==> src/rtl/cook_timer.sv <==
// Countdown MM:SS cook timer: keypad shift-in entry while idle,
// one-second BCD countdown while mag_on, timer_done when 00:00.
//
// Ports:
//   clk, resetn (sync active-low), mag_on, clearn (sync active-low),
//   key_valid, key_digit[3:0] -> min_tens/min_ones/sec_tens/sec_ones[3:0],
//   timer_done.
module cook_timer #(
  parameter int CLKS_PER_SEC = 100
) (
  input  logic       clk,
  input  logic       resetn,
  input  logic       mag_on,
  input  logic       clearn,
  input  logic       key_valid,
  input  logic [3:0] key_digit,
  output logic [3:0] min_tens,
  output logic [3:0] min_ones,
  output logic [3:0] sec_tens,
  output logic [3:0] sec_ones,
  output logic       timer_done
);

  localparam int PW = $clog2(CLKS_PER_SEC);
  localparam logic [PW-1:0] PMAX = PW'(CLKS_PER_SEC - 1);

  logic [PW-1:0] presc;
  logic [PW-1:0] presc_n;
  logic [3:0]    mt_n;
  logic [3:0]    mo_n;
  logic [3:0]    st_n;
  logic [3:0]    so_n;
  logic          done_n;
  logic          key_ok;
  logic          run;

  assign key_ok = key_valid && !mag_on && (key_digit <= 4'd9);
  // timer_done is only low when some digit is nonzero, so
  // gating on it also stops the countdown at 00:00.
  assign run    = mag_on && !timer_done;

  always_comb begin
    mt_n    = min_tens;
    mo_n    = min_ones;
    st_n    = sec_tens;
    so_n    = sec_ones;
    presc_n = presc;
    if (!clearn) begin
      mt_n    = 4'd0;
      mo_n    = 4'd0;
      st_n    = 4'd0;
      so_n    = 4'd0;
      presc_n = '0;
    end else if (key_ok) begin
      mt_n    = min_ones;
      mo_n    = sec_tens;
      st_n    = sec_ones;
      so_n    = key_digit;
      presc_n = '0;
    end else if (run) begin
      if (presc == PMAX) begin
        presc_n = '0;
        // Seconds tens above 5 decrement plainly; only a
        // borrow out of 0 reloads it with 5.
        if (sec_ones != 4'd0) begin
          so_n = sec_ones - 4'd1;
        end else begin
          so_n = 4'd9;
          if (sec_tens != 4'd0) begin
            st_n = sec_tens - 4'd1;
          end else begin
            st_n = 4'd5;
            if (min_ones != 4'd0) begin
              mo_n = min_ones - 4'd1;
            end else begin
              mo_n = 4'd9;
              mt_n = min_tens - 4'd1;
            end
          end
        end
      end else begin
        presc_n = presc + 1'b1;
      end
    end
    done_n = ({mt_n, mo_n, st_n, so_n} == 16'h0000);
  end

  always_ff @(posedge clk) begin
    if (!resetn) begin
      min_tens   <= 4'd0;
      min_ones   <= 4'd0;
      sec_tens   <= 4'd0;
      sec_ones   <= 4'd0;
      presc      <= '0;
      timer_done <= 1'b1;
    end else begin
      min_tens   <= mt_n;
      min_ones   <= mo_n;
      sec_tens   <= st_n;
      sec_ones   <= so_n;
      presc      <= presc_n;
      timer_done <= done_n;
    end
  end

endmodule

==> config.mk <==
export PLATFORM = sky130hd
export DESIGN_NAME = cook_timer
export DESIGN_NICKNAME = d
export VERILOG_FILES = /design/src/rtl/cook_timer.sv
export SDC_FILE = /design/constraint.sdc
export NUM_CORES = 1
export LEC_CHECK = 0
export ABC_AREA = 1
export ABC_CLOCK_PERIOD_IN_PS = 2900
export BUFFER_PORTS_ARGS = -buffer_cell sky130_fd_sc_hd__buf_2
export CAP_MARGIN = 20
export CORE_MARGIN = 1
export CORE_UTILIZATION = 42
export DETAILED_ROUTE_END_ITERATION = 12
export MAX_ROUTING_LAYER = met4
export SETUP_SLACK_MARGIN = 0.05
export SYNTH_ARGS = -nofsm -noshare
export SYNTH_HDL_FRONTEND = slang
export SYNTH_SLANG_ARGS = --single-unit
==> constraint.sdc <==
create_clock -name clk -period 2.9 [get_ports clk]
set_clock_uncertainty 0.15 [all_clocks]
set_input_delay 0.725 -clock clk [delete_from_list [all_inputs] [get_ports clk]]
set_output_delay 0.725 -clock clk [all_outputs]
set_load 0.02 [all_outputs]
==> results.yml, run 1 <==
run_status:
  status: "finished clean"
cells_and_area:
  insertedDiodeCount: 0
  nets: 325
  num-fill-cells: 444
  syn2layout_area_growth_pct: 12.5
  drive_above_1_share: 0.181
  fin_cells: 360
yosys:
  avgSynthCellArea_sq_um: 6.10
  synth_top_area_cell: "dfxtp_1"
  synthTopCellsByArea: "dfxtp_1 28%, nand2_1 15%, nand3_1 10%"
  synth_top_cell_area_share: 0.275
  synth_nets: 300
  seq_area_frac_synth: 0.275
  synth_cells: 286
  synthArstFlopShare: 0
  synth_edf_count: 0
  yosysUniqueCellTypes: 30
  synth_flop_cell: "dfxtp_1"
  ys.warnings.count: 0
  synth_seq_cells: 24
  synth.top_cells.by_count: "70 x nand2_1, 42 x inv_1, 38 x nor2_1"
  synthMostInstantiatedCell: "nand2_1"
  syn_area_sq_um: 1740
clock_network:
  clock_path_buffers: 2
  cts_resized: 0
  clockRootBuffer: "clkbuf_8"
  clock_latency_ns: 0.27
  post_cts_buffers: 0
  cts_tree: "yes"
  cts_max_level: 1
  cts.sinks: 24
  clkTransAtPathRegs_ns: 0.09
  cts-buffers-inserted: 3
  ctsHoldBuffers: 0
critical_path:
  crit_family: "simple AND/OR/NAND/NOR gates"
  critical_path_class: "reg2reg"
  cpPeakStageDelay_ns: 0.34
  crit_chain: "inv_1, ha_1, nand2_2, nor2_4, inv_2, nor2_2, nand3_1, nand2_1, nand2_1, nand2_1, nand2_1, nor2_1, nand2_1, o21bai_2"
  worstSetupEndpointType: "register"
  startpoint_type: "register"
  cpMostUsedCell: "nand2_1"
  slowest_stage: "dfxtp_1"
  worst_ep_required_time_ns: 2.97
  critical_path_arrival_ns: 2.20
  critical_path.max_fanout: 12
  worstReg2RegStart: "sec_ones[0]$_SDFF_PN0_"
  path_buf_inv: 2
  ff2ff_setup_slack_ns: 0.77
  timing.rr.end: "timer_done$_SDFF_PN1_"
  worstRegToRegCells: 14
sta:
  hold_viol: 0
  rsz0062_at_grt: "no"
  fmax_mhz: 469
  worst_slew_pin_slew_ns: 0.501
  setup_viol: 0
  timing.setup.tns_ns: 0
  finalCritPeriodShare: 0.736
  slew_viol_final: 0
  period_needed_ns: 2.13
  slew-limit-headroom: 0.664
routing:
  finalWirelength_microns: 4110
  routedWlPerCell_microns: 11.4
  drc: 0
  avgViaCountPerCell: 4.93
  drt_iter0_markers: 114
  vias: 1776
  antenna_left: 0
  firstDrtPassIters: 4
placed_design:
  placedCellCount: 356
  portBuffers: 25
  dp_hpwl_microns: 3150
  place.gp.congestion: 0.836
die:
  core_sq_um: 4000
  ioPinCount: 26
  initial_utilization: 0.436
  die_w_microns: 66.4
  die_y_microns: 66.4
  dieArea_sq_um: 4410
  rows: 23
grt:
  grt_pass1_vias: 1469
  grt_overflow: 0
  antenna_found_initial: 0
  grtUsageTotal: 0.215
  grt_max_degree: 19
  grt_pass1_wl_microns: 6980
power_and_ir_drop:
  p_leak_nw: 0.995
  peakVddDrop_mv: 0.345
  p_per_area_nw_per_um2: 380
  total_power_uw: 745
hold_path:
  hold_path_class: "reg2reg"
  hold_path_depth: 2
  worstHoldStart: "presc[1]$_SDFFE_PP0P_"
  min_to: "presc[1]$_SDFFE_PP0P_"
run:
  cap_violations: 0
## layer usage
| metal | GRT usage | routed length (microns) | vias up |
|---|---|---|---|
| met5 | - | 0 | - |
| met4 | 0.0319 | 23 | 0 |
| met3 | 0.0414 | 146 | 2 |
| met2 | 0.339 | 1870 | 32 |
| met1 | 0.289 | 2070 | 798 |
| li1 | - | - | 944 |
## registers in the layout, indices dropped and copies added (netlist names)
register and flops:
presc 7, min_ones 4, min_tens 4, timer_done 1, sec_ones 4, sec_tens 4
## power breakdown
group          internal (mW)  total [mW]  switching, mW  leakage (nW)
clock network          0.121       0.236          0.115        0.0288
logic                 0.0557       0.162          0.106         0.772
registers              0.338       0.347        0.00925         0.195
total                  0.515       0.745          0.230         0.995
## area by class of cell
type                       instances  area [sq um]  share of cell area
tap                               50          62.6              0.0319
timing repair buffer              28           148              0.0753
multi-input combinational        207          1040               0.530
sequential                        24           480               0.245
clock buffer                       4          55.1              0.0281
inverter                          47           176              0.0899
## worst register-to-register path, stage by stage (launching register included)
cell and delay (ns):
dfxtp_1 0.34, inv_1 0.08, ha_1 0.20, nand2_2 0.08
nor2_4 0.28, inv_2 0.12, nor2_2 0.17, nand3_1 0.08
nand2_1 0.08, nand2_1 0.06, nand2_1 0.08, nand2_1 0.05
nor2_1 0.10, nand2_1 0.09, o21bai_2 0.13
## layout by cell type (no fill, tap or decap), types with 2 or more instances in the layout
cell,n
a21oi_1,7
buf_2,25
buf_4,3
clkbuf_8,4
dfxtp_1,24
ha_1,5
inv_1,42
inv_2,4
nand2_1,70
nand2_2,3
nand3_1,36
nand3_2,2
nand4_1,3
nor2_1,38
nor2_2,7
nor2_4,5
nor3_1,5
nor3b_1,2
o21ai_0,14
o21ai_1,2
## stage by stage
| step | hold slack (ns) | setup slack, ns | util | cell area (sq um) |
|---|---|---|---|---|
| 2_1_floorplan | 0.307 | 0.984 | - | 1740 |
| 5_1_grt | 0.374 | 0.496 | 0.490 | 1960 |
| 6_report | 0.348 | 0.766 | 0.490 | 1960 |
| 4_1_cts | 0.351 | 0.761 | 0.490 | 1960 |
| 3_5_place_dp | 0.337 | 0.598 | 0.477 | 1910 |
| 3_3_place_gp | 0.336 | 0.615 | 0.477 | 1910 |
## cells by family after synthesis
family | count (synthesis) | share of synthesized area
fa+ha+maj | 5 | 0.0359
compound gates | 25 | 0.0768
flops | 24 | 0.275
xor+xnor | 2 | 0.0100
simple gates | 175 | 0.473
buf+inv | 55 | 0.128
## worst max path at each step
stage,slack (ns),start,end,depth (start not counted)
6_report,0.77,sec_ones[0]$_SDFF_PN0_,timer_done$_SDFF_PN1_,14
5_1_grt,0.50,sec_ones[0]$_SDFF_PN0_,timer_done$_SDFF_PN1_,14
4_1_cts,0.76,sec_ones[0]$_SDFF_PN0_,timer_done$_SDFF_PN1_,14
3_5_place_dp,0.60,mag_on,timer_done$_SDFF_PN1_,12
3_3_place_gp,0.61,mag_on,timer_done$_SDFF_PN1_,12
2_1_floorplan,0.98,mag_on,timer_done$_SDFF_PN1_,11
No activity file was read; power rests on OpenSTA's default activity.
==> inputs of run 2 (changes only) <==
--- a/config.mk
+++ b/config.mk
@@ -6,7 +6,7 @@
 export NUM_CORES = 1
 export LEC_CHECK = 0
 export ABC_AREA = 1
-export ABC_CLOCK_PERIOD_IN_PS = 2900
+export ABC_CLOCK_PERIOD_IN_PS = 1800
 export BUFFER_PORTS_ARGS = -buffer_cell sky130_fd_sc_hd__buf_2
 export CAP_MARGIN = 20
 export CORE_MARGIN = 1
==> constraint.sdc (replaced) <==
create_clock -name clk -period 1.8 [get_ports clk]
set_clock_uncertainty 0.15 [all_clocks]
set_input_delay 0.45 -clock clk [delete_from_list [all_inputs] [get_ports clk]]
set_output_delay 0.45 -clock clk [all_outputs]
set_load 0.02 [all_outputs]
==> results.yml, run 2 (synthesized netlist as in run 1, its figures left out) <==
sta:
  setup_viol: 4
  worst_slew_pin_slew_ns: 0.361
  period_needed_ns: 1.97
  slew-limit-headroom: 0.759
  rsz0062_at_grt: "yes"
  finalCritPeriodShare: 1.09
  setup_ws_ns: -0.166
  slew_viol_final: 0
  timing.setup.tns_ns: -0.360
  fmax_mhz: 509
  hold_viol: 0
routing:
  drc: 0
  drt_iter0_markers: 106
  routedWlPerCell_microns: 12.9
  firstDrtPassIters: 5
  vias: 2069
  finalWirelength_microns: 5460
  avgViaCountPerCell: 4.89
  antenna_left: 0
power_and_ir_drop:
  peakVddDrop_mv: 0.323
  total_power_mw: 1.32
  p_leak_nw: 1.39
  p_per_area_nw_per_um2: 477
die:
  dieArea_sq_um: 4410
  rows: 23
  die_w_microns: 66.4
  ioPinCount: 26
  initial_utilization: 0.436
  core_sq_um: 4000
  die_y_microns: 66.4
placed_design:
  dp_hpwl_microns: 3770
  placedCellCount: 407
  place_area_sq_um: 2360
  place.gp.congestion: 0.894
  portBuffers: 25
clock_network:
  cts-buffers-inserted: 3
  clockRootBuffer: "clkbuf_8"
  cts.sinks: 24
  clock_path_buffers: 2
  cts_tree: "yes"
  cts_max_level: 1
  clock_latency_ns: 0.27
  clkTransAtPathRegs_ns: 0.10
cells_and_area:
  regMostFlops: "presc"
  num-fill-cells: 347
  largest_register_ffs: 7
  drive_above_1_share: 0.461
  insertedDiodeCount: 0
  stdcell_area_sq_um: 2770
  syn2layout_area_growth_pct: 58.9
  nets: 388
  fin_cells: 423
  layout_commonest_cell: "nand2_1"
  final_cell_mix: "55 x nand2_1, 50 x buf_4, 39 x inv_1"
hold_path:
  hold_path_class: "in2reg"
run_status:
  violations: "setup timing"
  status: "finished with violations"
grt:
  grt_pass1_wl_microns: 8150
  grt_pass1_vias: 1781
  met1_usage: 0.332
  antenna_found_initial: 0
  grt_overflow: 0
  met3_usage: 0.0276
  grtUsageTotal: 0.251
  grt_max_degree: 20
  use_met2: 0.407
  busiest_layer: "met2"
critical_path:
  worstSetupEndpointType: "register"
  critical_path_class: "reg2reg"
  worst_ep_required_time_ns: 1.86
  critical_path.max_fanout: 5
  startpoint_type: "register"
  critical_path_arrival_ns: 2.03
run:
  cap_violations: 0
[run 2: cell types whose count changed in the layout (fill, tap and decap cells not counted), sizes merged]
cell | previous run | this run
clkbuf | 4 | 3
clkinv | 1 | 2
buf | 28 | 91
[run 2: final timing paths]
| kind | to | slack [ns] | cells past startpoint | from |
|---|---|---|---|---|
| max | timer_done$_SDFF_PN1_ | -0.17 | 15 | sec_ones[1]$_SDFF_PN0_ |
| min reg2reg | presc[4]$_SDFFE_PP0P_ | 0.40 | 2 | presc[4]$_SDFFE_PP0P_ |
| min | timer_done$_SDFF_PN1_ | 0.35 | 3 | resetn |
| max reg2reg | timer_done$_SDFF_PN1_ | -0.17 | 15 | sec_ones[1]$_SDFF_PN0_ |
[run 2: repair_timing]
item / 4_1_cts / 5_1_grt
endpoints found under the setup margin: 4 / 18
hold endpoints to repair: 0 / 0
resized for setup: 16 / 53
hold buffers: 0 / 0
setup buffers: 7 / 4
pin swaps: 17 / 24
gates cloned: 1 / 0
[run 2: where the power goes]
| part | internal, mW | switching (mW) | total (mW) |
|---|---|---|---|
| logic | 0.189 | 0.235 | 0.424 |
| clock network | 0.153 | 0.187 | 0.340 |
| registers | 0.543 | 0.0135 | 0.556 |
[run 2: metrics by stage]
step / utilization / setup WS (ns) / hold slack, ns
2_1_floorplan: - / 0.0490 / 0.307
3_3_place_gp: 0.589 / -0.153 / 0.379
3_5_place_dp: 0.589 / -0.161 / 0.388
4_1_cts: 0.638 / -0.0926 / 0.341
5_1_grt: 0.693 / -0.318 / 0.361
6_report: 0.693 / -0.166 / 0.350
[run 2: final cells by class]
class / instances / area, sq um / area share
multi-input combinational: 207 / 1260 / 0.455
timing repair buffer: 91 / 723 / 0.261
sequential: 24 / 495 / 0.179
inverter: 47 / 184 / 0.0664
tap: 50 / 62.6 / 0.0226
clock buffer: 3 / 41.3 / 0.0149
clock inverter: 1 / 3.75 / 0.00135
[run 2: worst max-delay path: stages (launching register included)]
cell and delay [ns]:
dfxtp_4 0.36, inv_4 0.05, ha_4 0.13, nand2_2 0.06
nor2_4 0.23, buf_6 0.14, nand2_4 0.05, nor2_4 0.11
nand2_1 0.06, nand2_1 0.07, nand3_2 0.07, nand2_2 0.06
nand2_1 0.06, nor2_2 0.11, nand2_1 0.08, o21bai_2 0.10
[run 2: metal layers]
metal,share of wire,vias to the layer above
li1,-,1069
met3,0.030,4
met1,0.47,955
met4,0.0057,0
met5,0,-
met2,0.50,41
==> inputs of run 3 (changes only) <==
--- a/config.mk
+++ b/config.mk
@@ -9,10 +9,13 @@
 export ABC_CLOCK_PERIOD_IN_PS = 1800
 export BUFFER_PORTS_ARGS = -buffer_cell sky130_fd_sc_hd__buf_2
 export CAP_MARGIN = 20
+export CELL_PAD_IN_SITES_DETAIL_PLACEMENT = 1
+export CELL_PAD_IN_SITES_GLOBAL_PLACEMENT = 1
 export CORE_MARGIN = 1
-export CORE_UTILIZATION = 42
+export CORE_UTILIZATION = 35
 export DETAILED_ROUTE_END_ITERATION = 12
 export MAX_ROUTING_LAYER = met4
+export PLACE_DENSITY_LB_ADDON = 0.1
 export SETUP_SLACK_MARGIN = 0.05
 export SYNTH_ARGS = -nofsm -noshare
 export SYNTH_HDL_FRONTEND = slang
==> results.yml, run 3 (synthesized netlist as in run 1, its figures left out) <==
run_status:
  status: "finished with violations"
  violations: "setup timing"
power_and_ir_drop:
  swShare: 0.353
  power_frac_clock: 0.256
  p_per_area_nw_per_um2: 486
  p_leak_nw: 1.45
  p_int_uw: 927
  p_switching_uw: 505
  peakVddDrop_mv: 0.246
  power_frac_comb: 0.355
  p_seq_frac: 0.389
cells_and_area:
  insertedDiodeCount: 0
  layout_commonest_cell: "buf_4"
  num-fill-cells: 632
  multi_input_area_sq_um: 1350
  syn2layout_area_growth_pct: 68.9
  largest_register_ffs: 7
  stdcell_area_sq_um: 2950
  post-route-util: 0.620
  final-seq-area_sq_um: 495
  nets: 398
  final_cell_mix: "57 x buf_4, 55 x nand2_1, 36 x inv_1"
  drive_above_1_share: 0.496
  regMostFlops: "presc"
  fin_cells: 450
routing:
  avgViaCountPerCell: 5.03
  finalWirelength_microns: 7710
  antenna_left: 0
  firstDrtPassIters: 4
  routedWlPerCell_microns: 17.1
  drt_iter0_markers: 99
  drc: 0
  vias: 2262
sta:
  fmax_mhz: 467
  hold_viol: 0
  setup_viol: 6
  slew_viol_final: 0
  setup_ws_ns: -0.340
  rsz0062_at_grt: "yes"
  timing.setup.tns_ns: -0.791
  worst_slew_pin_slew_ns: 0.382
  slew-limit-headroom: 0.743
  finalCritPeriodShare: 1.19
  period_needed_ns: 2.14
clock_network:
  cts_max_level: 1
  clockRootBuffer: "clkbuf_8"
  clock_path_buffers: 2
  clkTransAtPathRegs_ns: 0.10
  cts-buffers-inserted: 3
  clock_latency_ns: 0.29
  cts_tree: "yes"
  cts.sinks: 24
  ctsHoldBuffers: 0
critical_path:
  worstReg2RegStart: "sec_ones[0]$_SDFF_PN0_"
  critical_path_class: "reg2reg"
  worst_ep_required_time_ns: 1.88
  worstRegToRegCells: 16
  critical_path.max_fanout: 6
  timing.rr.end: "timer_done$_SDFF_PN1_"
  critical_path_arrival_ns: 2.22
  startpoint: "sec_ones[0]$_SDFF_PN0_"
  crit_path_end: "timer_done$_SDFF_PN1_"
  ff2ff_setup_slack_ns: -0.34
  worstSetupEndpointType: "register"
  startpoint_type: "register"
grt:
  use_met2: 0.474
  grt_pass1_wl_microns: 10400
  grt_overflow: 0
  busiest_layer: "met2"
  antenna_found_initial: 0
  met1_usage: 0.322
  met3_usage: 0.0207
  grt_max_degree: 25
  grt_pass1_vias: 2172
  grtUsageTotal: 0.265
placed_design:
  portBuffers: 25
  place_area_sq_um: 2410
  placedCellCount: 428
  place.gp.congestion: 0.819
  dp_hpwl_microns: 4700
die:
  die_y_microns: 72.6
  initial_utilization: 0.367
  ioPinCount: 26
  die_w_microns: 72.6
  dieArea_sq_um: 5270
  rows: 25
  core_sq_um: 4750
hold_path:
  hold_path_class: "in2reg"
  worstHoldStart: "resetn"
run:
  cap_violations: 0
==> run 3: cell types whose count changed in the layout (fill, tap and decap cells not counted), sizes merged <==
cell / previous run / this run
buf: 91 / 101
clkbuf: 3 / 4
clkinv: 2 / 1
==> run 3: worst max-delay path, cell delays in order (launching register included) <==
cell and delay (ns):
dfxtp_4 0.37, inv_4 0.06, ha_4 0.14, nand2_4 0.05, nor2_4 0.10, buf_12 0.13
buf_6 0.10, nand2_2 0.06, nor2_4 0.10, nand2_1 0.06, nand2_1 0.09, nand3_2 0.10
nand2_2 0.08, nand2_1 0.08, nor2_1 0.17, nand2_1 0.11, o21bai_2 0.11
==> run 3: layout make-up <==
cell class | instances | area share
well taps | 67 | 0.0285
flip-flops and latches | 24 | 0.168
inverters | 47 | 0.0616
clock buffers | 4 | 0.0153
repair buffers | 101 | 0.269
multi-input cells | 207 | 0.457
==> run 3: through the flow <==
stage | hold slack [ns] | setup WS [ns] | power, mW
after CTS | 0.344 | -0.161 | 1.32
after floorplan | 0.307 | 0.0490 | 0.775
after detailed placement | 0.394 | -0.266 | 0.927
after global placement | 0.386 | -0.268 | 0.917
final | 0.368 | -0.340 | 1.43
after global routing | 0.361 | -0.411 | 1.49
==> run 3: worst min-delay path by stage <==
stage | end | cells past startpoint
final | presc[1]$_SDFFE_PP0P_ | 3
after global routing | min_tens[3]$_SDFF_PN0_ | 3
after CTS | presc[1]$_SDFFE_PP0P_ | 3
after detailed placement | presc[6]$_SDFFE_PP0P_ | 2
after global placement | presc[4]$_SDFFE_PP0P_ | 2
after floorplan | presc[1]$_SDFFE_PP0P_ | 2
==> run 3: power by group through the flow <==
stage               sequential [mW]  clock, mW  combinational [mW]
floorplan                     0.583          0               0.192
global placement              0.566          0               0.351
detailed placement            0.567          0               0.361
CTS                           0.555      0.372               0.394
global route                  0.559      0.388               0.545
finish                        0.557      0.367               0.508
==> run 3: per-layer routing <==
metal / part of all wire / vias up / routed length, microns
met2: 0.52 / 41 / 4010
met5: 0 / - / 0
met3: 0.023 / 18 / 179
met4: 0.030 / 0 / 229
li1: - / 1082 / -
met1: 0.43 / 1121 / 3290
==> run 3: timing repair <==
| action | in CTS | in global routing |
|---|---|---|
| endpoints found under the hold margin | 0 | 0 |
| endpoints found under the setup margin | 12 | 17 |
| pin swaps | 13 | 31 |
| resized for setup | 27 | 65 |
| setup buffers | 7 | 17 |
